==> config.mk <==
export PLATFORM = sky130hd
export DESIGN_NAME = wb_gpio
export DESIGN_NICKNAME = d
export VERILOG_FILES = /design/src/rtl/wb_gpio.sv
export SDC_FILE = /design/constraint.sdc
export NUM_CORES = 1
export LEC_CHECK = 0
export CAP_MARGIN = 40
export CORE_MARGIN = 3
export CORE_UTILIZATION = 47
export CTS_BUF_LIST = sky130_fd_sc_hd__clkbuf_8
export DETAILED_ROUTE_END_ITERATION = 10
export MAX_ROUTING_LAYER = met4
export PLACE_DENSITY = 0.89
export SLEW_MARGIN = 20
export SYNTH_ARGS = -nofsm -noshare
export SYNTH_HDL_FRONTEND = slang
export SYNTH_SLANG_ARGS = --single-unit
export TNS_END_PERCENT = 1
==> constraint.sdc <==
create_clock -name clk -period 1.45 [get_ports clk]
set_clock_uncertainty 0.1 [all_clocks]
set_input_delay 0.145 -clock clk [delete_from_list [all_inputs] [get_ports clk]]
set_output_delay 0.145 -clock clk [all_outputs]
set_load 0.03 [all_outputs]
==> src/rtl/wb_gpio.sv <==
// -----------------------------------------------------------------------------
// wb_gpio -- parametrised Wishbone classic GPIO slave.
//
// Provides WIDTH bidirectional pins with per-bit direction, a two-flop input
// synchroniser, optional debounce filter, rise/fall edge detection and a
// maskable level interrupt. Pad tristating (gpio_oe ? gpio_o : 'z) is done at
// SoC top; this block only produces the data and enable vectors.
//
// Optional feature macro: GPIO_DEBOUNCE_EN
//   defined   -> per-bit debounce counter; a pin must differ from the filtered
//                value for DEBOUNCE_CYCLES consecutive cycles before in_q
//                follows it.
//   undefined -> in_q simply follows the synchroniser output every cycle.
//
// Register map (word offset, adr[4:2]):
//   0x00 DATA_IN    RO   filtered synchronised inputs
//   0x04 DATA_OUT   RW   drives gpio_o
//   0x08 DIR        RW   drives gpio_oe
//   0x0C IRQ_RISE   RW   rising-edge event enables
//   0x10 IRQ_FALL   RW   falling-edge event enables
//   0x14 IRQ_STATUS W1C  latched events
//   0x18 IRQ_MASK   RW   interrupt mask
//   0x1C reserved        reads 0, writes ignored
//
// Ports:
//   clk        in   system clock
//   rst        in   synchronous reset, active-high
//   wb_adr     in   [31:0] byte address (only [4:2] decoded)
//   wb_dat_m   in   [31:0] write data from master
//   wb_dat_s   out  [31:0] read data (0 when ack is low)
//   wb_sel     in   [3:0]  byte enables
//   wb_we      in   write enable
//   wb_cyc     in   bus cycle
//   wb_stb     in   strobe
//   wb_ack     out  one-cycle acknowledge
//   wb_err     out  tied 0
//   wb_stall   out  tied 0
//   gpio_i     in   [WIDTH-1:0] asynchronous pin inputs
//   gpio_o     out  [WIDTH-1:0] output data
//   gpio_oe    out  [WIDTH-1:0] per-bit output enable (1 = drive)
//   irq        out  level interrupt
// -----------------------------------------------------------------------------
module wb_gpio #(
    parameter int WIDTH           = 8,
    parameter int DEBOUNCE_CYCLES = 16
) (
    input  logic             clk,
    input  logic             rst,
    input  logic [31:0]      wb_adr,
    input  logic [31:0]      wb_dat_m,
    output logic [31:0]      wb_dat_s,
    input  logic [3:0]       wb_sel,
    input  logic             wb_we,
    input  logic             wb_cyc,
    input  logic             wb_stb,
    output logic             wb_ack,
    output logic             wb_err,
    output logic             wb_stall,
    input  logic [WIDTH-1:0] gpio_i,
    output logic [WIDTH-1:0] gpio_o,
    output logic [WIDTH-1:0] gpio_oe,
    output logic             irq
);

    typedef enum logic [2:0] {
        REG_DATA_IN    = 3'd0,
        REG_DATA_OUT   = 3'd1,
        REG_DIR        = 3'd2,
        REG_IRQ_RISE   = 3'd3,
        REG_IRQ_FALL   = 3'd4,
        REG_IRQ_STATUS = 3'd5,
        REG_IRQ_MASK   = 3'd6,
        REG_RESERVED   = 3'd7
    } reg_sel_e;

    logic [WIDTH-1:0] data_out;
    logic [WIDTH-1:0] dir;
    logic [WIDTH-1:0] irq_rise;
    logic [WIDTH-1:0] irq_fall;
    logic [WIDTH-1:0] irq_mask;
    logic [WIDTH-1:0] irq_status;

    logic [WIDTH-1:0] s1;
    logic [WIDTH-1:0] s2;
    logic [WIDTH-1:0] in_q;
    logic [WIDTH-1:0] in_prev;

    logic [31:0]      byte_mask;
    logic [31:0]      wr_bits;
    logic [WIDTH-1:0] wr_keep;
    logic [WIDTH-1:0] wr_val;
    logic             wr_en;
    reg_sel_e         reg_sel;
    logic [WIDTH-1:0] rd_bits;
    logic [WIDTH-1:0] rise;
    logic [WIDTH-1:0] fall;
    logic [WIDTH-1:0] evt_bits;
    logic [WIDTH-1:0] w1c_bits;

    assign wb_err   = 1'b0;
    assign wb_stall = 1'b0;

    // Expand the byte enables into a bit mask; bits above WIDTH are dropped,
    // which is what makes writes to [31:WIDTH] ignored.
    always_comb begin
        byte_mask = '0;
        for (int b = 0; b < 4; b++) begin
            byte_mask[8*b +: 8] = {8{wb_sel[b]}};
        end
    end

    assign wr_bits = wb_dat_m & byte_mask;
    assign wr_keep = byte_mask[WIDTH-1:0];
    assign wr_val  = wr_bits[WIDTH-1:0];
    assign reg_sel = reg_sel_e'(wb_adr[4:2]);

    // A write commits on the edge that ends the ack cycle, and only if the
    // master is still holding the cycle; a dropped cyc aborts it.
    assign wr_en = wb_ack & wb_cyc & wb_stb & wb_we;

    // Address bits outside [4:2] and write data above WIDTH are ignored.
    logic unused_ok;
    assign unused_ok = &{1'b0, wb_adr[31:5], wb_adr[1:0], wr_bits, byte_mask};

    function automatic logic [WIDTH-1:0] merge(input logic [WIDTH-1:0] old_val);
        return (old_val & ~wr_keep) | wr_val;
    endfunction

    // Ack is a single-cycle pulse: the ~wb_ack term forces a gap cycle so a
    // held cyc/stb yields at most one transfer every two cycles.
    always_ff @(posedge clk) begin
        if (rst) begin
            wb_ack <= 1'b0;
        end else begin
            wb_ack <= wb_cyc & wb_stb & ~wb_ack;
        end
    end

    // Software-visible RW registers.
    always_ff @(posedge clk) begin
        if (rst) begin
            data_out <= '0;
            dir      <= '0;
            irq_rise <= '0;
            irq_fall <= '0;
            irq_mask <= '0;
        end else if (wr_en) begin
            case (reg_sel)
                REG_DATA_OUT: data_out <= merge(data_out);
                REG_DIR:      dir      <= merge(dir);
                REG_IRQ_RISE: irq_rise <= merge(irq_rise);
                REG_IRQ_FALL: irq_fall <= merge(irq_fall);
                REG_IRQ_MASK: irq_mask <= merge(irq_mask);
                default: ;
            endcase
        end
    end

    // Two-flop synchroniser plus the previous filtered value for edge detect.
    always_ff @(posedge clk) begin
        if (rst) begin
            s1      <= '0;
            s2      <= '0;
            in_prev <= '0;
        end else begin
            s1      <= gpio_i;
            s2      <= s1;
            in_prev <= in_q;
        end
    end

`ifdef GPIO_DEBOUNCE_EN
    localparam int CW = $clog2(DEBOUNCE_CYCLES + 1);
    localparam logic [CW-1:0] DB_LAST = CW'(DEBOUNCE_CYCLES - 1);

    logic [CW-1:0] db_cnt [WIDTH];

    // Per-bit debounce: the counter runs while the synchronised pin disagrees
    // with in_q. The cycle on which it would reach DEBOUNCE_CYCLES is the one
    // that transfers the new level, so a disagreement lasting fewer cycles
    // never reaches in_q.
    always_ff @(posedge clk) begin
        if (rst) begin
            in_q <= '0;
            for (int i = 0; i < WIDTH; i++) begin
                db_cnt[i] <= '0;
            end
        end else begin
            for (int i = 0; i < WIDTH; i++) begin
                if (s2[i] == in_q[i]) begin
                    db_cnt[i] <= '0;
                end else if (db_cnt[i] == DB_LAST) begin
                    in_q[i]   <= s2[i];
                    db_cnt[i] <= '0;
                end else begin
                    db_cnt[i] <= db_cnt[i] + 1'b1;
                end
            end
        end
    end
`else
    // No filtering: in_q is simply a third register stage after the synchroniser.
    always_ff @(posedge clk) begin
        if (rst) begin
            in_q <= '0;
        end else begin
            in_q <= s2;
        end
    end
`endif

    assign rise     = in_q & ~in_prev;
    assign fall     = ~in_q & in_prev;
    assign evt_bits = (rise & irq_rise) | (fall & irq_fall);
    assign w1c_bits = (wr_en && reg_sel == REG_IRQ_STATUS) ? wr_val : '0;

    // Events are OR-ed in after the clear so a new event always survives a
    // simultaneous write-one-to-clear of the same bit. The mask does not
    // gate latching, only the interrupt output.
    always_ff @(posedge clk) begin
        if (rst) begin
            irq_status <= '0;
        end else begin
            irq_status <= (irq_status & ~w1c_bits) | evt_bits;
        end
    end

    always_comb begin
        rd_bits = '0;
        case (reg_sel)
            REG_DATA_IN:    rd_bits = in_q;
            REG_DATA_OUT:   rd_bits = data_out;
            REG_DIR:        rd_bits = dir;
            REG_IRQ_RISE:   rd_bits = irq_rise;
            REG_IRQ_FALL:   rd_bits = irq_fall;
            REG_IRQ_STATUS: rd_bits = irq_status;
            REG_IRQ_MASK:   rd_bits = irq_mask;
            default:        rd_bits = '0;
        endcase
    end

    assign wb_dat_s = wb_ack ? 32'(rd_bits) : 32'd0;
    assign gpio_o   = data_out;
    assign gpio_oe  = dir;
    assign irq      = |(irq_status & irq_mask);

endmodule

==> metrics.md, run 1 <==
| Metric | Value |
|---|---|
| Outcome | `complete, but fails checks` |
| Failing checks | `setup timing` |
| CP arrival | `1.58 ns` |
| Warnings, synthesis | `0` |
| CTS tree | `yes` |
| Cells after DPL | `595` |
| Fin crit share | `126%` |
| Synth Instances | `~410` |
| Die area | `0.00915 mm2` |
| GRT Total Usage | `26.9%` |
| Worst setup SP type | `register` |
| First-pass GRT wire length | `18000 um` |
| WL per Instance | `18.8 um` |
| Cts hold-fix bufs | `0` |
| Fin cells | `615` |
| Final setup vio count | `9` |
| Number of remaining DRC errors | `0` |
| Syn_area_per_cell | `9.13 um2` |
| Worst VDD drop | `0.718 mV` |
| Max-cap violations | `0` |
| Vias in the first global route | `approximately 3600` |
| # rows | `32` |
| Total congestion overflow | `0` |
| First-pass iteration count of the detailed router | `5` |
| Clock latency on the worst-skew pair | `0.36 ns` |
| Routed Antenna Nets | `0` |
| Routed WL | `11600 um` |
| Number of synthesized register bits | `a little over 80` |
| H-Tree Depth | `3` |
| Fin util | `63.1%` |
| Fin nets | `590` |
| PortBufs | `50` |
| Clk sinks | `81` |
| Crit-path max FO | `2` |
| Die width | `~96 um` |
| RSZ-0062 raised after global routing | `yes` |
| Commonest non-fill, non-tap cells in the layout | `dfxtp_1 (68), buf_4 (68), nand3_1 (44)` |
| N_diodes | `0` |
| Final-report hold violation count | `0` |
| Initial core utilization | `48.6%` |
| Clock slew at reported path FFs | `around 0.080 ns` |
| Total vias in the final route | `3724` |
| Leak | `1.92 nW` |
| CP endpoint kind | `output port` |
| Period minus WS final | `1.82 ns` |
| Library cells used by synthesis | `34` |
| I/O pin total | `around 130` |
| Crit path required time | `1.21 ns` |
| Setup CP Type | `register to output port` |
| Share of cells above drive strength 1 | `between 20% and 30%` |
| Core ar. | `0.00777 mm2` |
| GP Congestion | `about 1.0` |
| Largest net degree at the start of global routing | `82` |
| Synth Cell Area | `about 0.0038 mm2` |
| Area growth syn-to-layout | `29.8%` |
| Pwr/cell area | `899 mW/mm2` |
| CTS root buf | `clkbuf_8` |
| Worst hold path class | `primary input to register` |
| Final WS setup | `-0.373 ns` |
| Clock buffer depth | `2` |
| Maximum clock frequency | `0.549 GHz` |
| Fill cells | `between 600 and 700` |
| Initial DRC Count | `411` |
| Initial antenna violation count | `0` |
| TritonCTS Buffers | `9` |
| Vias/cell | `6.06` |
| Total Power | `4.41 mW` |
| Sequential area share after synthesis | `42.9%` |
| Die Span Y | `95.7 um` |
| Max-slew violation count | `0` |
| Hpwl dp | `7690 um` |
==> worst paths after layout <==
kind | start | endpoint | slack [ns] | depth (start not counted)
setup / recovery | irq_status[2] | wb_dat_s[2] | -0.37 | 5
hold / removal | rst | s1[3] | 0.17 | 3
setup reg to reg | wb_ack | register | 0.08 | 5
hold reg to reg | s1[2] | s2[2] | 0.34 | 1
==> logic make-up after synthesis <==
group | after synthesis | synth area share, %
AND/OR/NAND/NOR | 123 | 20.7
buffers and inverters | 69 | 12.2
multiplexers | 16 | 4.77
flip-flops | 81 | 42.9
AO/OA/AOI/OAI | 124 | 19.3
other | 1 | 0.0992
==> critical path, cell delays in order, from the launching register on <==
cell	delay, ns
dfxtp_2	0.33
buf_6	0.11
mux2_4	0.24
a32oi_1	0.19
a31oi_1	0.15
buf_4	0.19
==> synthesized netlist by cell type <==
cell	instances	area share [%]
and2b_1	1	0.20
buf_4	32	6.4
a32oi_1	16	3.7
nand4_1	3	0.50
nor3_1	1	0.13
o31ai_1	8	1.6
conb_1	1	0.099
inv_1	9	0.89
and4b_2	2	0.60
nand4_2	1	0.33
nor2_1	2	0.20
and3b_1	1	0.23
clkbuf_2	2	0.26
buf_6	10	3.0
dfxtp_1	81	43
a22oi_1	4	0.79
and4b_1	3	0.79
mux2_1	1	0.30
nor2b_1	35	5.8
clkbuf_1	12	1.2
a31oi_1	16	2.6
o21ai_0	40	5.3
nand3b_1	16	3.2
and4_2	1	0.26
mux2_2	15	4.5
nand2_1	7	0.70
a21oi_1	40	5.3
buf_1	1	0.099
nand4b_4	1	0.63
nand4b_2	1	0.40
buf_2	3	0.40
nand4b_1	3	0.70
and4_1	1	0.23
nand3_1	44	5.8
==> per-layer routing <==
metal	GRT usage, %	part of all wire (%)	vias to the layer above
met2	41.8	48	287
li1	-	-	1644
met4	14.5	4.6	0
met1	31.4	37	1717
met3	7.81	11	76
met5	-	0	-
==> power by group <==
group / internal [mW] / switching [mW] / total, mW / leakage (nW)
combinational: 0.192 / 0.297 / 0.489 / 1.16
clock: 0.794 / 0.857 / 1.65 / 0.0957
sequential: 2.25 / 0.0144 / 2.27 / 0.663
total: 3.24 / 1.17 / 4.41 / 1.92
==> per-stage QoR <==
stage	instance area [um2]	TNS [ns]	setup slack (ns)	hold WS (ns)
2_1_floorplan	3870	-2.05	-0.143	0.173
3_3_place_gp	4580	-19.97	-0.524	0.316
3_5_place_dp	4580	-22.46	-0.537	0.320
4_1_cts	4830	-2.42	-0.355	0.161
5_1_grt	4900	-3.12	-0.419	0.177
6_report	4900	-2.64	-0.373	0.170
==> cell type report <==
cell class	instances	area [um2]	share of cell area [%]
multi-input combinational	289	1850	37.7
tap	102	128	2.60
sequential	81	1640	33.4
clock inverter	6	68.8	1.40
timing repair buffer	119	1060	21.7
inverter	9	33.8	0.689
clock buffer	9	124	2.53
==> timing repair <==
item	4_1_cts	5_1_grt
endpoints found under the hold margin	0	0
gates cloned	1	0
buffers inserted	1	3
resized for setup	42	26
pin swaps	11	8
endpoints found under the setup margin	50	29
Power figures use the tool's default switching activity.
==> run 2: changes to the inputs <==
- ABC_AREA: default -> 0
==> results of run 2 <==
Same layout as run 1: the final DEF is identical, and so are final timing and power.
==> run 3: changes to the inputs <==
- CORE_MARGIN: 3 -> 2
- HOLD_SLACK_MARGIN: default -> 0.12
- SLEW_MARGIN: 20 -> default
==> run 3 against run 2 <==
  * The flow still finishes with violations (setup timing)
  * Clock power hardly changed
  * First-iteration DRC count fell by 15%
  * Worst hold slack better by 0.0015 ns
  * Register-to-register slack about the same
  * Sequential power about the same
  * Sequential share of layout area increased by 0.40 points
  * Critical endpoint is now wb_dat_s[1]
==> metrics.md, run 3 (synthesis results as in run 1) <==
| Metric | Value |
|---|---|
| Outcome | `complete, but fails checks` |
| Failing checks | `setup timing` |
| Share of cells above drive strength 1 | `25.8% (-1.9 points)` |
| First-pass GRT wire length | `17100 um (-4.9%)` |
| TritonCTS Buffers | `9 (unchanged)` |
| CTS tree | `yes` |
| Critical path buffers and inverters | `2 (unchanged)` |
| # rows | `32 (unchanged)` |
| PortBufs | `50 (unchanged)` |
| Setup CP Type | `register to output port` |
| RSZ-0062 raised after global routing | `yes` |
| Cts hold-fix bufs | `0 (unchanged)` |
| Vias in the first global route | `3393 (-4.6%)` |
| Placed Area | `0.00457 mm2 (-0.11%)` |
| Commonest non-fill, non-tap cells in the layout | `dfxtp_1 (66), buf_4 (62), nand3_1 (44)` |
| Most common cell after layout, fill and taps aside | `dfxtp_1` |
| CP endpoint kind | `output port` |
| CTS root buf | `clkbuf_8` |
| Internal Power | `3.25 mW (+0.26%)` |
| Logic gate share of total power | `11.0% (about the same)` |
| N_diodes | `0 (unchanged)` |
| Total congestion overflow | `0 (unchanged)` |
| Clock latency on the worst-skew pair | `0.36 ns (about the same)` |
| Area growth syn-to-layout | `28.5%` |
| Final WS setup | `-0.353 ns (+0.0205 ns)` |
| Die Span Y | `93.7 um (-2.1%)` |
| Register share of total power | `51.3% (-0.2 points)` |
| Crit-path max FO | `2 (unchanged)` |
| GRT Total Usage | `26.7% (-0.22 points)` |
| Routed WL | `11100 um (-3.6%)` |
| Slowest stage cell, crit path | `dfxtp_2` |
| Crit path max-delay family | `flip-flops` |
| Worst setup SP type | `register` |
| Clock power frac | `37.7% (+0.3 points)` |
| Initial antenna violation count | `0 (unchanged)` |
| Worst VDD drop | `0.613 mV (-15%)` |
| Die width | `93.7 um (-2.1%)` |
| Sw Ratio | `26.5% (+0.058 points)` |
| Fin nets | `584 (-1.0%)` |
| Hpwl dp | `7510 um (-2.3%)` |
| Maximum clock frequency | `0.555 GHz (+1.1%)` |
| Initial core utilization | `48.6% (unchanged)` |
| Worst path max stage delay | `0.33 ns (about the same)` |
| Period minus WS final | `1.80 ns (-0.0205 ns)` |
| CP arrival | `1.56 ns (-0.02 ns)` |
| First-pass iteration count of the detailed router | `5 (unchanged)` |
| Largest net degree at the start of global routing | `82 (unchanged)` |
| Fin crit share | `124% (-1.4 points)` |
| Fin Hold WS | `0.172 ns (+0.00151 ns)` |
| Leak | `1.91 nW (-0.72%)` |
| H-Tree Depth | `3 (unchanged)` |
| GP Congestion | `1.01 (-1.6%)` |
| Clock slew at reported path FFs | `0.09 ns (about the same)` |
| I/O pin total | `133 (unchanged)` |
| Die area | `0.00877 mm2 (-4.1%)` |
| Final setup vio count | `9 (unchanged)` |
| Crit path cell chain | `buf_6 -> mux2_4 -> a32oi_1 -> a31oi_1 -> buf_4` |
| Vias/cell | `5.84 (-3.5%)` |
| Max-slew violation count | `0 (unchanged)` |
| Number of remaining DRC errors | `0 (unchanged)` |
| Routed Antenna Nets | `0 (unchanged)` |
| Initial DRC Count | `348 (-15%)` |
| Final-report hold violation count | `0 (unchanged)` |
| Total vias in the final route | `3565 (-4.3%)` |
| WL per Instance | `18.3 um (-2.8%)` |
| Total Power | `4.42 mW (+0.34%)` |
| Crit path required time | `1.21 ns (about the same)` |
| Clock buffer depth | `2 (unchanged)` |
| Core ar. | `0.00777 mm2 (unchanged)` |
| Clk sinks | `81 (unchanged)` |
| Final Cell Area | `0.00485 mm2 (-1.0%)` |
| Pwr/cell area | `911 mW/mm2 (+1.4%)` |
| Worst hold path class | `primary input to register` |
| Switch Pwr | `1.17 mW (+0.56%)` |
| Max-cap violations | `0 (unchanged)` |
-- run 3: worst register-to-register path, delay by kind of cell, from the launching register on --
family / cells / cell delay [ns]
AND/OR/NAND/NOR: 2 / 0.35
flip-flops: 1 / 0.40
buffers and inverters: 2 / 0.32
AO/OA/AOI/OAI: 1 / 0.15
-- run 3: cell type report --
type / instances / area (um2)
well taps: 102 / 128
fillers: 666 / 2910
inverters: 9 / 33.8
multi-input cells: 289 / 1810
clock buffers: 9 / 124
repair buffers: 113 / 1050
flip-flops and latches: 81 / 1640
clock inverters: 7 / 72.6
-- run 3: per-layer routing --
metal / GRT usage (%) / part of all wire (%) / wire length [um] / vias to the layer above
met2: 40.9 / 47 / 5210 / 205
met5: - / 0 / 0 / -
li1: - / - / - / 1639
met1: 33.6 / 42 / 4650 / 1690
met3: 5.86 / 8.4 / 932 / 31
met4: 13.0 / 3.1 / 349 / 0
-- run 3: power by group through the flow --
stage / clock network (mW) / registers (mW) / logic [mW]
floorplan: 0 / 2.32 / 0.317
global placement: 0 / 2.32 / 0.446
detailed placement: 0 / 2.32 / 0.455
CTS: 1.69 / 2.27 / 0.476
global route: 1.76 / 2.27 / 0.512
finish: 1.67 / 2.27 / 0.488
-- run 3: repair_timing --
| item | CTS | global route |
|---|---|---|
| resized for setup | 45 | 12 |
| pin swaps | 14 | 2 |
| buffers inserted | 1 | 0 |
| endpoints found under the setup margin | 46 | 14 |
| cloned | 2 | 0 |
-- run 3: stage by stage --
step	setup WS, ns	utilization [%]	std cells	TNS [ns]
2_1_floorplan	-0.143	-	439	-2.05
3_3_place_gp	-0.484	58.9	591	-19.47
3_5_place_dp	-0.555	58.9	591	-21.11
4_1_cts	-0.345	62.5	610	-2.37
5_1_grt	-0.388	62.5	610	-2.75
6_report	-0.353	62.5	610	-2.27
-- run 3: path summary, 6_finish.rpt --
kind                  to  slack (ns)          start  cells after the start
max reg2reg     register        0.07         wb_ack                      5
min                s1[3]        0.17            rst                      3
max          wb_dat_s[1]       -0.35  irq_status[1]                      5
min reg2reg      in_q[7]        0.34          s2[7]                      1
